===== config.mk =====
export PLATFORM = sky130hd
export DESIGN_NAME = dmem_ctrl
export DESIGN_NICKNAME = d
export VERILOG_FILES = /design/src/rtl/rv32_pkg.sv /design/src/rtl/lsu_align.sv /design/src/rtl/dmem_ctrl.sv
export SDC_FILE = /design/constraint.sdc
export NUM_CORES = 1
export LEC_CHECK = 0
export CAP_MARGIN = 20
export CORE_MARGIN = 2
export CORE_UTILIZATION = 43
export DETAILED_ROUTE_END_ITERATION = 7
export PLACE_DENSITY = 0.85
export SLEW_MARGIN = 10
export SYNTH_ARGS = -nofsm -noshare
export SYNTH_HDL_FRONTEND = slang
export SYNTH_SLANG_ARGS = --single-unit

===== constraint.sdc =====
create_clock -name clk -period 2.4 [get_ports clk]
set_input_delay 0.6 -clock clk [delete_from_list [all_inputs] [get_ports clk]]
set_output_delay 0.6 -clock clk [all_outputs]
set_load 0.02 [all_outputs]

===== src/rtl/rv32_pkg.sv =====
// Shared RV32I load/store constants and the data-memory sequencer state type.
package rv32_pkg;

    localparam logic [2:0] F3_B  = 3'b000;
    localparam logic [2:0] F3_H  = 3'b001;
    localparam logic [2:0] F3_W  = 3'b010;
    localparam logic [2:0] F3_BU = 3'b100;
    localparam logic [2:0] F3_HU = 3'b101;

    typedef enum logic [1:0] {
        IDLE   = 2'd0,
        ACCESS = 2'd1,
        DONE   = 2'd2
    } state_t;

endpackage


===== src/rtl/lsu_align.sv =====
// Combinational lane logic: store byte enables and replication, misalignment
// detection, and load lane extraction with sign/zero extension.
module lsu_align
    import rv32_pkg::*;
(
    input  logic [2:0]  st_funct3,
    input  logic [1:0]  st_off,
    input  logic        is_store,
    input  logic [31:0] st_wdata,
    output logic [3:0]  be,
    output logic [31:0] lane_wdata,
    output logic        misaligned,
    input  logic [2:0]  ld_funct3,
    input  logic [1:0]  ld_off,
    input  logic [31:0] rdata,
    output logic [31:0] load_data
);

    logic [7:0]  rbyte [4];
    logic [7:0]  sel_b;
    logic [15:0] sel_h;

    for (genvar gi = 0; gi < 4; gi++) begin : g_rbyte
        assign rbyte[gi] = rdata[8*gi +: 8];
    end

    assign sel_b = rbyte[ld_off];
    // Halfword loads are always 2-byte aligned, so only the upper offset bit matters.
    assign sel_h = ld_off[1] ? rdata[31:16] : rdata[15:0];

    always_comb begin
        load_data = rdata;
        case (ld_funct3)
            F3_B:    load_data = {{24{sel_b[7]}}, sel_b};
            F3_BU:   load_data = {24'b0, sel_b};
            F3_H:    load_data = {{16{sel_h[15]}}, sel_h};
            F3_HU:   load_data = {16'b0, sel_h};
            default: load_data = rdata;
        endcase
    end

    always_comb begin
        be         = 4'b1111;
        lane_wdata = st_wdata;
        misaligned = 1'b0;
        case (st_funct3)
            F3_B, F3_BU: begin
                be         = 4'b0001 << st_off;
                lane_wdata = {4{st_wdata[7:0]}};
            end
            F3_H, F3_HU: begin
                be         = 4'b0011 << st_off;
                lane_wdata = {2{st_wdata[15:0]}};
                misaligned = st_off[0];
            end
            default: begin
                be         = 4'b1111;
                lane_wdata = st_wdata;
                misaligned = |st_off;
            end
        endcase
        // Loads fetch the whole word and pick the lane on return.
        if (!is_store) begin
            be = 4'b1111;
        end
    end

endmodule


===== src/rtl/dmem_ctrl.sv =====
// Load/store sequencer between EX/MEM and a valid/ready data-memory bus;
// stalls the pipeline for the duration of each access and times out stuck buses.
module dmem_ctrl
    import rv32_pkg::*;
#(
    parameter int TIMEOUT_CYCLES = 16,
    parameter int CNT_W          = 5
) (
    input  logic        clk,
    input  logic        rst_n,
    input  logic        req_valid,
    input  logic        req_we,
    input  logic        req_re,
    input  logic [2:0]  funct3,
    input  logic [31:0] addr,
    input  logic [31:0] wdata,
    output logic        bus_req,
    output logic        bus_we,
    output logic [31:0] bus_addr,
    output logic [3:0]  bus_be,
    output logic [31:0] bus_wdata,
    input  logic        bus_ready,
    input  logic [31:0] bus_rdata,
    output logic        stall,
    output logic        mem_re,
    output logic [31:0] mem_data_out,
    output logic        misalign,
    output logic        bus_err
);

    localparam logic [CNT_W-1:0] CNT_LAST = CNT_W'(TIMEOUT_CYCLES - 1);

    state_t            state_reg, state_next;
    logic [CNT_W-1:0]  cnt_reg, cnt_next;
    logic [1:0]        off_reg, off_next;
    logic [2:0]        f3_reg, f3_next;
    logic              load_reg, load_next;

    logic              bus_req_reg, bus_req_next;
    logic              bus_we_reg, bus_we_next;
    logic [31:0]       bus_addr_reg, bus_addr_next;
    logic [3:0]        bus_be_reg, bus_be_next;
    logic [31:0]       bus_wdata_reg, bus_wdata_next;
    logic              mem_re_reg, mem_re_next;
    logic [31:0]       mem_data_reg, mem_data_next;
    logic              misalign_reg, misalign_next;
    logic              bus_err_reg, bus_err_next;

    logic              is_store;
    logic              misaligned;
    logic              can_accept;
    logic [3:0]        be;
    logic [31:0]       lane_wdata;
    logic [31:0]       load_data;

    // A request with both we and re set is treated as a store.
    assign is_store   = req_we;
    assign can_accept = (state_reg == IDLE) || (state_reg == DONE);

    lsu_align u_align (
        .st_funct3  (funct3),
        .st_off     (addr[1:0]),
        .is_store   (is_store),
        .st_wdata   (wdata),
        .be         (be),
        .lane_wdata (lane_wdata),
        .misaligned (misaligned),
        .ld_funct3  (f3_reg),
        .ld_off     (off_reg),
        .rdata      (bus_rdata),
        .load_data  (load_data)
    );

    always_ff @(posedge clk) begin
        if (!rst_n) begin
            state_reg     <= IDLE;
            cnt_reg       <= '0;
            off_reg       <= 2'b00;
            f3_reg        <= 3'b000;
            load_reg      <= 1'b0;
            bus_req_reg   <= 1'b0;
            bus_we_reg    <= 1'b0;
            bus_addr_reg  <= 32'h0;
            bus_be_reg    <= 4'h0;
            bus_wdata_reg <= 32'h0;
            mem_re_reg    <= 1'b0;
            mem_data_reg  <= 32'h0;
            misalign_reg  <= 1'b0;
            bus_err_reg   <= 1'b0;
        end else begin
            state_reg     <= state_next;
            cnt_reg       <= cnt_next;
            off_reg       <= off_next;
            f3_reg        <= f3_next;
            load_reg      <= load_next;
            bus_req_reg   <= bus_req_next;
            bus_we_reg    <= bus_we_next;
            bus_addr_reg  <= bus_addr_next;
            bus_be_reg    <= bus_be_next;
            bus_wdata_reg <= bus_wdata_next;
            mem_re_reg    <= mem_re_next;
            mem_data_reg  <= mem_data_next;
            misalign_reg  <= misalign_next;
            bus_err_reg   <= bus_err_next;
        end
    end

    always_comb begin
        state_next     = state_reg;
        cnt_next       = cnt_reg;
        off_next       = off_reg;
        f3_next        = f3_reg;
        load_next      = load_reg;
        bus_req_next   = bus_req_reg;
        bus_we_next    = bus_we_reg;
        bus_addr_next  = bus_addr_reg;
        bus_be_next    = bus_be_reg;
        bus_wdata_next = bus_wdata_reg;
        mem_re_next    = mem_re_reg;
        mem_data_next  = mem_data_reg;
        misalign_next  = 1'b0;
        bus_err_next   = 1'b0;

        unique case (state_reg)
            IDLE, DONE: begin
                // The result is only presented for the single DONE cycle.
                state_next  = IDLE;
                mem_re_next = 1'b0;
                if (req_valid) begin
                    if (misaligned) begin
                        misalign_next = 1'b1;
                    end else begin
                        state_next     = ACCESS;
                        cnt_next       = '0;
                        off_next       = addr[1:0];
                        f3_next        = funct3;
                        load_next      = ~is_store;
                        bus_req_next   = 1'b1;
                        bus_we_next    = is_store;
                        bus_addr_next  = {addr[31:2], 2'b00};
                        bus_be_next    = be;
                        bus_wdata_next = lane_wdata;
                    end
                end
            end
            ACCESS: begin
                if (bus_ready) begin
                    bus_req_next = 1'b0;
                    state_next   = DONE;
                    if (load_reg) begin
                        mem_re_next   = 1'b1;
                        mem_data_next = load_data;
                    end
                end else if (cnt_reg == CNT_LAST) begin
                    // Abort: loads still complete, returning zero.
                    bus_req_next = 1'b0;
                    bus_err_next = 1'b1;
                    state_next   = DONE;
                    if (load_reg) begin
                        mem_re_next   = 1'b1;
                        mem_data_next = 32'h0;
                    end
                end else begin
                    cnt_next = cnt_reg + 1'b1;
                end
            end
            default: begin
                state_next = IDLE;
            end
        endcase
    end

    assign stall = (can_accept && req_valid && !misaligned) || (state_reg == ACCESS);

    assign bus_req      = bus_req_reg;
    assign bus_we       = bus_we_reg;
    assign bus_addr     = bus_addr_reg;
    assign bus_be       = bus_be_reg;
    assign bus_wdata    = bus_wdata_reg;
    assign mem_re       = mem_re_reg;
    assign mem_data_out = mem_data_reg;
    assign misalign     = misalign_reg;
    assign bus_err      = bus_err_reg;

endmodule


# Word level (Yosys, flattened, before mapping)
# Index checks and enable logic that the tools add are counted.
[word_totals] mem_count=0 ram_bits=0 latch_bits=0 input_bits=105 reg_bits=116 out_inout_bits=106 rom_bits=0 word_cells=92
[op_classes] n_lt_le_gt_ge=1 n_mul=0 bitwise=5 reduce_logical=21 shift=2 muxes=34 n_eq_ne=14 div=0 addsub=1
[ops] op="two-way mux 32 bit" n=4
[ops] op="case mux 32 bit (4 select lines)" n=1
[ops] op="case mux 32 bit (2 select lines)" n=1
[ops] op="two-way mux 5 bit" n=4
[ops] op="binary-select mux 8 bit (select 2 bit)" n=1
[ops] op="two-way mux 16 bit" n=1
[ops] op="two-way mux 8 bit" n=2
[ops] op="equality test 3 bit, second input constant" n=4
[ops] op="two-way mux 1 bit" n=11
[ops] op="case mux 5 bit (2 select lines)" n=1
[ops] op="AND reduction 3 bit" n=3
[ops] op="!= test 2 bit, second input constant" n=4
[ops] op="case mux 4 bit (2 select lines)" n=1
[ops] op="OR reduction 2 bit" n=4
[ops] op="equality test 3 x 1 -> 1 bit, second input constant" n=2
[ops] op="logical NOT 3 bit" n=2
[ops] op="case mux 1 bit (2 select lines)" n=3
[ops] op="adder 5 x 1 -> 5 bit, second input constant" n=1
[ops] op="equality test 5 x 4 -> 1 bit, second input constant" n=1
[ops] op="AND reduction 5 bit" n=1
[ops] op="two-way mux 2 bit" n=2
[ops] op="two-way mux 4 bit" n=1
[ops] op="NOT 1 bit" n=4
[ops] op="case mux 2 bit (2 select lines)" n=1
[ops] op="15 further kinds" n=18

# Depth between registers and ports, before layout
# Gate-level depths: netlist of the first run.
[logic_depth] depth_word=7 ltp_mapped=8 depth_no_buf=7

# By module
# From an unflattened synthesis of the first run, not the netlist that was laid out.
[hier_totals] cells_unflattened=697 area_unflattened_um2=5691.7
[modules_own_cells] module="dmem_ctrl" instances=1 cells_each=517 area_per_inst_um2=4476.8
[modules_own_cells] module="lsu_align" instances=1 cells_each=180 area_per_inst_um2=1214.9

# Worst setup path after synthesis of the first run
# No wires, ideal clock.
[synth_timing] path_type="in2out" from="input addr[1]" to="output stall" t_arrival_ns=1.347 n_path_buf=1 setup_slack_ns=0.453 stages=4 path_cell_list="o21ai_1 > nand3_1 > clkbuf_1 > nand2_1"
[synth_between] elab_chain_len=5
[synth_lines] item="from (decl)" line_no="dmem_ctrl.sv:15" text="input logic [31:0] addr,"
[synth_lines] item="OR reduction 2 bit" line_no="lsu_align.sv:59" text="misaligned = |st_off;"
[synth_lines] item="case mux 1 bit (2 select lines)" line_no="lsu_align.sv:46" text="case (st_funct3)"
[synth_lines] item="logical NOT 1 bit" line_no="dmem_ctrl.sv:173" text="assign stall = (can_accept && req_valid && !misaligned) || (state_reg == ACCESS);"
[synth_lines] item="logical AND 1 bit" line_no="dmem_ctrl.sv:173"
[synth_lines] item="logical OR 1 bit" line_no="dmem_ctrl.sv:173"
[synth_lines] item="to (decl)" line_no="dmem_ctrl.sv:24" text="output logic stall,"
# Every way passes these cells.

# Final worst setup path of the first run
[layout_timing] from="input req_valid" to="output stall"
[layout_between] elab_chain_len=3
[layout_lines] item="from (decl)" line_no="dmem_ctrl.sv:11" text="input logic req_valid,"
[layout_lines] item="logical AND 1 bit (2 in series)" line_no="dmem_ctrl.sv:173"
[layout_lines] item="logical OR 1 bit" line_no="dmem_ctrl.sv:173"
# Every way passes these cells.

==> results_dict.tcl, run 1 <==
set metrics [dict create \
    status "finished, final reports clean" \
    grt_util_all_layers 0.2451 \
    required_ns 1.80 \
    start_kind "primary input" \
    numPortBuffers 207 \
    postRouteAntennaNets 0 \
    synthesis.area_um2 5021 \
    grt_pass1_wl_um 24980 \
    p_seq_frac 0.399 \
    hold_end "bus_wdata[0]$_SDFFE_PN0P_" \
    swShare 0.2519 \
    gp_congestion 0.8179 \
    clk_pin_slew_ns 0.05 \
    row_count 39 \
    synth_area_per_cell_um2 8.355 \
    final_cell_mix "clkdlybuf4s50_1 (206), nand2_1 (141), dfxtp_1 (116)" \
    drive_above_1_share 0.1096 \
    rrSetupSlack_ns 0.36 \
    dp.cells 934 \
    rsz0062_at_grt "no" \
    die_x_um 112.1 \
    grt_max_degree 57 \
    worstPathMaxFanout 2 \
    hold_viol 0 \
    dp_hpwl_um 11180 \
    htreeDepth 4 \
    numCtsBuffers 17 \
    critPathArrivalTime_ns 1.71 \
    dr.pass1.iters 5 \
    crit_type "primary input to output port" \
    synth_edf_count 0 \
    pwr-share-comb 0.167 \
    worstHoldPathType "register to register" \
    cts_tree "done" \
    relSlewSlack 0.5235 \
    synthCells 601 \
    grt_antenna_before_repair 0 \
    overflow 0 \
    ys_types 46 \
    ir_drop_mv 0.5496 \
    grt_pass1_vias 5160 \
    ys.flop_type "dfxtp_1" \
    tightest_slew_ns 0.7148 \
    synth-seq-cells 116 \
    cts.sinks 116 \
    fin_cells 964 \
    drc 0 \
    clock_latency_ns 0.42 \
    internal_power_mw 3.888 \
    cts_root_buf "clkbuf_16" \
    holdPathStages 2 \
    num_antenna_cells 0 \
    area_growth_pct 56.82 \
    post_drt_wl_per_cell_um 15.94 \
    die_y_um 112.1 \
    io_pins 211 \
    crit_path_end_kind "output port" \
    clk_path_buf_depth 2 \
    p_clk_frac 0.435 \
    worst_hold_slack_ns 0.4516 \
    synth-async-reset-ratio 0 \
    setup_viol 0 \
    ff2ff_path_depth 8 \
    yosys_warnings 0 \
    min_period_ns 2.308 \
    drt_iter0_drc 237 \
    finalWirelength_um 15360 \
    core_area_um2 11420 \
    reg2reg_from "cnt_reg[0]$_SDFFE_PN0P_" \
    fin_skew_ns 0.005767 \
    final_common_cell "clkdlybuf4s50_1" \
    switchingPower_mw 1.309 \
    routed-via-count 5197 \
    start_util 0.4397 \
    slew_viol_final 0 \
    via_per_inst 5.391 \
    max_freq_mhz 433.3 \
    powerDensity_nw_per_um2 660.1 \
    dieArea_um2 12560 \
    ctsHoldBuffers 0 \
    finish.utilization 0.6896 \
    worstReg2RegEnd "mem_data_out[9]$_SDFFE_PN0P_" \
    synth-seq-area-share 0.4625 \
    fin_crit_sh 0.9616 \
    p_leak_nw 2.891 \
    drv_cap 0 \
    hp-start "bus_wdata[0]$_SDFFE_PN0P_" \
    fin_nets 917 \
]
[cell usage after synthesis, drive strengths merged (2+ instances only)]
| cell type | instances | area (um^2) |
|---|---|---|
| inv | 11 | 41.29 |
| a211oi | 11 | 82.58 |
| o211ai | 15 | 112.6 |
| nor2b | 5 | 31.28 |
| a221o | 2 | 20.02 |
| a221oi | 2 | 41.29 |
| a22o | 16 | 152.6 |
| or3 | 8 | 55.05 |
| nor3 | 5 | 25.02 |
| nand2 | 141 | 529.3 |
| a21oi | 65 | 325.3 |
| o21a | 2 | 15.01 |
| mux2 | 11 | 123.9 |
| nand3b | 5 | 37.54 |
| o21ai | 39 | 195.2 |
| nand2b | 15 | 93.84 |
| buf | 23 | 128.9 |
| and3 | 2 | 12.51 |
| mux2i | 18 | 180.2 |
| o211a | 2 | 20.02 |
| dfxtp | 116 | 2322 |
| clkbuf | 25 | 93.84 |
| a21boi | 7 | 52.55 |
| nand3 | 4 | 20.02 |
| nor2 | 28 | 105.1 |
| ha | 2 | 25.02 |
| a311oi | 9 | 78.83 |
[timing repair]
item | 4_1_cts | 5_1_grt
endpoints found under the setup margin | 1 | 13
gates resized for setup | 3 | 3
pin swaps | 0 | 0
buffers inserted | 0 | 0
[worst max-delay path, cell delays in order]
cell	delay, ns
clkdlybuf4s50_1	0.46
nor2b_2	0.19
nand3_2	0.11
nand2_1	0.07
clkdlybuf4s15_2	0.27
[routing by layer]
layer / vias up / global-route usage / share of wire
li1: 2510 / - / -
met1: 2449 / 0.2793 / 0.41
met2: 196 / 0.4125 / 0.49
met3: 42 / 0.08369 / 0.076
met4: 0 / 0.1203 / 0.029
met5: - / 0 / 0
[kinds of logic after synthesis]
logic type / share of synthesized area
adder cells (fa/ha/maj): 0.004983
AND/OR/NAND/NOR: 0.1844
AO/OA/AOI/OAI: 0.2317
XOR/XNOR: 0.001745
other: 0.0007469
flip-flops: 0.4625
buffers and inverters: 0.05333
multiplexers: 0.06055
[power groups by stage]
stage	Sequential, mW	Combinational (mW)	Clock, mW
floorplan	2.18	0.329	0
global placement	2.10	0.843	0
detailed placement	2.11	0.861	0
CTS	2.07	0.868	2.29
global route	2.08	0.931	2.37
finish	2.07	0.867	2.26
[worst max-delay path by stage]
stage / to / slack [ns] / from / cells past startpoint
2_1_floorplan: stall / 0.45 / addr[1] / 4
3_3_place_gp: stall / -0.27 / addr[0] / 5
3_5_place_dp: stall / -0.30 / addr[0] / 5
4_1_cts: mem_data_out[9]$_SDFFE_PN0P_ / 0.04 / cnt_reg[0]$_SDFFE_PN0P_ / 8
5_1_grt: stall / 0.05 / addr[1] / 5
6_report: stall / 0.09 / req_valid / 5
[stage by stage]
step / power (mW) / setup TNS [ns] / setup WS (ns) / instance area (um^2)
floorplan: 2.511 / 0 / 0.4533 / 5025
global placement: 2.947 / -0.7623 / -0.2696 / 7335
detailed placement: 2.969 / -2.141 / -0.3027 / 7335
CTS: 5.226 / 0 / 0.04362 / 7866
global route: 5.384 / 0 / 0.05287 / 7874
finish: 5.197 / 0 / 0.09223 / 7874
[cell type report]
| type | count | area [um^2] |
|---|---|---|
| clock inverter | 5 | 25.02 |
| timing repair buffer | 237 | 2349 |
| sequential | 116 | 2322 |
| clock buffer | 25 | 505.5 |
| multi-input combinational | 426 | 2449 |
| tap | 143 | 178.9 |
| fill | 867 | 3545 |
| inverter | 12 | 45.04 |
Power figures use the tool's default switching activity.
==> run 2: changes to the inputs <==
Settings changed: PLACE_DENSITY 0.85 to 0.81.
==> run 2 against run 1 <==
Final cell count is 0.10% higher. Clock power is 12% higher. Global-route usage is 0.13 points higher. Sequential share of layout area is 0.15 points lower. Sequential cell count stayed put. Sequential power hardly changed. Critical path depth stayed put. Non-clock buffer count is 1 lower. Critical endpoint unchanged. Largest power group unchanged.
==> results_dict.tcl, run 2 (synthesized netlist as in run 1, its figures left out) <==
set metrics [dict create \
    status "finished, final reports clean" \
    dp.cells 933 \
    worstHoldPathType "register to register" \
    hp-start "bus_addr[12]$_SDFFE_PN0P_" \
    fin_cells 965 \
    io_pins 211 \
    relSlewSlack 0.5123 \
    finish.utilization 0.6932 \
    final_common_cell "clkdlybuf4s50_1" \
    clk_pin_slew_ns 0.05 \
    overflow 0 \
    finalWirelength_um 15760 \
    clock_latency_ns 0.41 \
    setup_ws_ns 0.1683 \
    cts_tree "done" \
    max_freq_mhz 448.1 \
    cts.sinks 116 \
    worstReg2RegEnd "cnt_reg[3]$_SDFFE_PN0P_" \
    hold_viol 0 \
    rrSetupSlack_ns 0.36 \
    grt_max_degree 57 \
    postRouteAntennaNets 0 \
    numCtsBuffers 17 \
    grt_util_all_layers 0.2464 \
    min_period_ns 2.232 \
    fin_tns_setup_ns 0 \
    powerDensity_nw_per_um2 689.1 \
    dr.pass1.iters 5 \
    drive_above_1_share 0.1083 \
    die_x_um 112.1 \
    top_layer "met4" \
    area_growth_pct 57.64 \
    rsz0062_at_grt "no" \
    core_area_um2 11420 \
    dieArea_um2 12560 \
    reg2reg_from "cnt_reg[0]$_SDFFE_PN0P_" \
    via_per_inst 5.389 \
    start_util 0.4397 \
    die_y_um 112.1 \
    clk_path_buf_depth 2 \
    final_cell_mix "clkdlybuf4s50_1 (206), nand2_1 (141), dfxtp_1 (116)" \
    required_ns 1.80 \
    route.met3.wl_um 1410 \
    crit_type "primary input to output port" \
    fin_crit_sh 0.9299 \
    p_leak_nw 2.910 \
    total_power_mw 5.454 \
    grt_pass1_wl_um 24980 \
    holdPathStages 2 \
    gp_congestion 0.9079 \
    worst_hold_slack_ns 0.4555 \
    dp_hpwl_um 11300 \
    slew_viol_final 0 \
    hold_end "bus_addr[12]$_SDFFE_PN0P_" \
    critPathArrivalTime_ns 1.63 \
    ir_drop_mv 0.5664 \
    drt_iter0_drc 360 \
    grt_pass1_vias 4983 \
    num_antenna_cells 0 \
    fin_area_um2 7915 \
    row_count 39 \
    htreeDepth 4 \
    numPortBuffers 207 \
    place_ws_ns -0.2760 \
    ff2ff_path_depth 7 \
    wl_met2_um 7699 \
    cts_root_buf "clkbuf_16" \
    grt_antenna_before_repair 0 \
    m1WireLength_um 6389 \
    fin_nets 916 \
    tightest_slew_ns 0.7315 \
    routed-via-count 5200 \
    worstPathMaxFanout 3 \
    placed_area_um2 7327 \
    setup_viol 0 \
    drc 0 \
    crit_path_end_kind "output port" \
    drv_cap 0 \
    fin_skew_ns 0.004818 \
    start_kind "primary input" \
    post_drt_wl_per_cell_um 16.33 \
]
## run 2: final cells by class
cell class	instances	area, um^2
sequential	116	2322
clock buffer	21	460.4
fill	880	3503
tap	143	178.9
inverter	12	45.04
clock inverter	11	132.6
multi-input combinational	426	2441
timing repair buffer	236	2335
## run 2: layer usage
| layer | vias up | global-route usage |
|---|---|---|
| li1 | 2509 | - |
| met1 | 2421 | 0.2884 |
| met2 | 252 | 0.4234 |
| met3 | 18 | 0.08099 |
| met4 | 0 | 0.09024 |
| met5 | - | 0 |
## run 2: worst max path at each step
stage / from / end / depth (start not counted) / slack [ns]
6_report: addr[0] / stall / 5 / 0.17
3_5_place_dp: addr[0] / stall / 5 / -0.28
4_1_cts: addr[0] / stall / 5 / 0.01
3_3_place_gp: addr[0] / stall / 5 / -0.29
2_1_floorplan: addr[1] / stall / 4 / 0.45
5_1_grt: addr[0] / stall / 5 / 0.1
## run 2: critical path, cell delays in order
cell and delay [ns]:
clkdlybuf4s50_1 0.44, o21ai_1 0.21, nand3_2 0.12, nand2_1 0.08, clkbuf_2 0.18
## run 2: where the power goes
group / switching, mW / total [mW] / internal [mW]
clock network: 0.845 / 2.52 / 1.67
registers: 0.0566 / 2.07 / 2.01
logic: 0.429 / 0.870 / 0.441
total: 1.33 / 5.45 / 4.12
## run 2: timing repair
item | CTS | global route
hold endpoints to repair | 0 | 0
setup endpoints to repair | 1 | 1
buffers inserted | 0 | 0
gates resized for setup | 2 | 1
hold buffers | 0 | 0
==> run 3: changes to the inputs <==
Settings changed: SLEW_MARGIN 10 to 20.
==> results of run 3 <==
The final DEF is identical to that of run 2; final timing and power are the same.
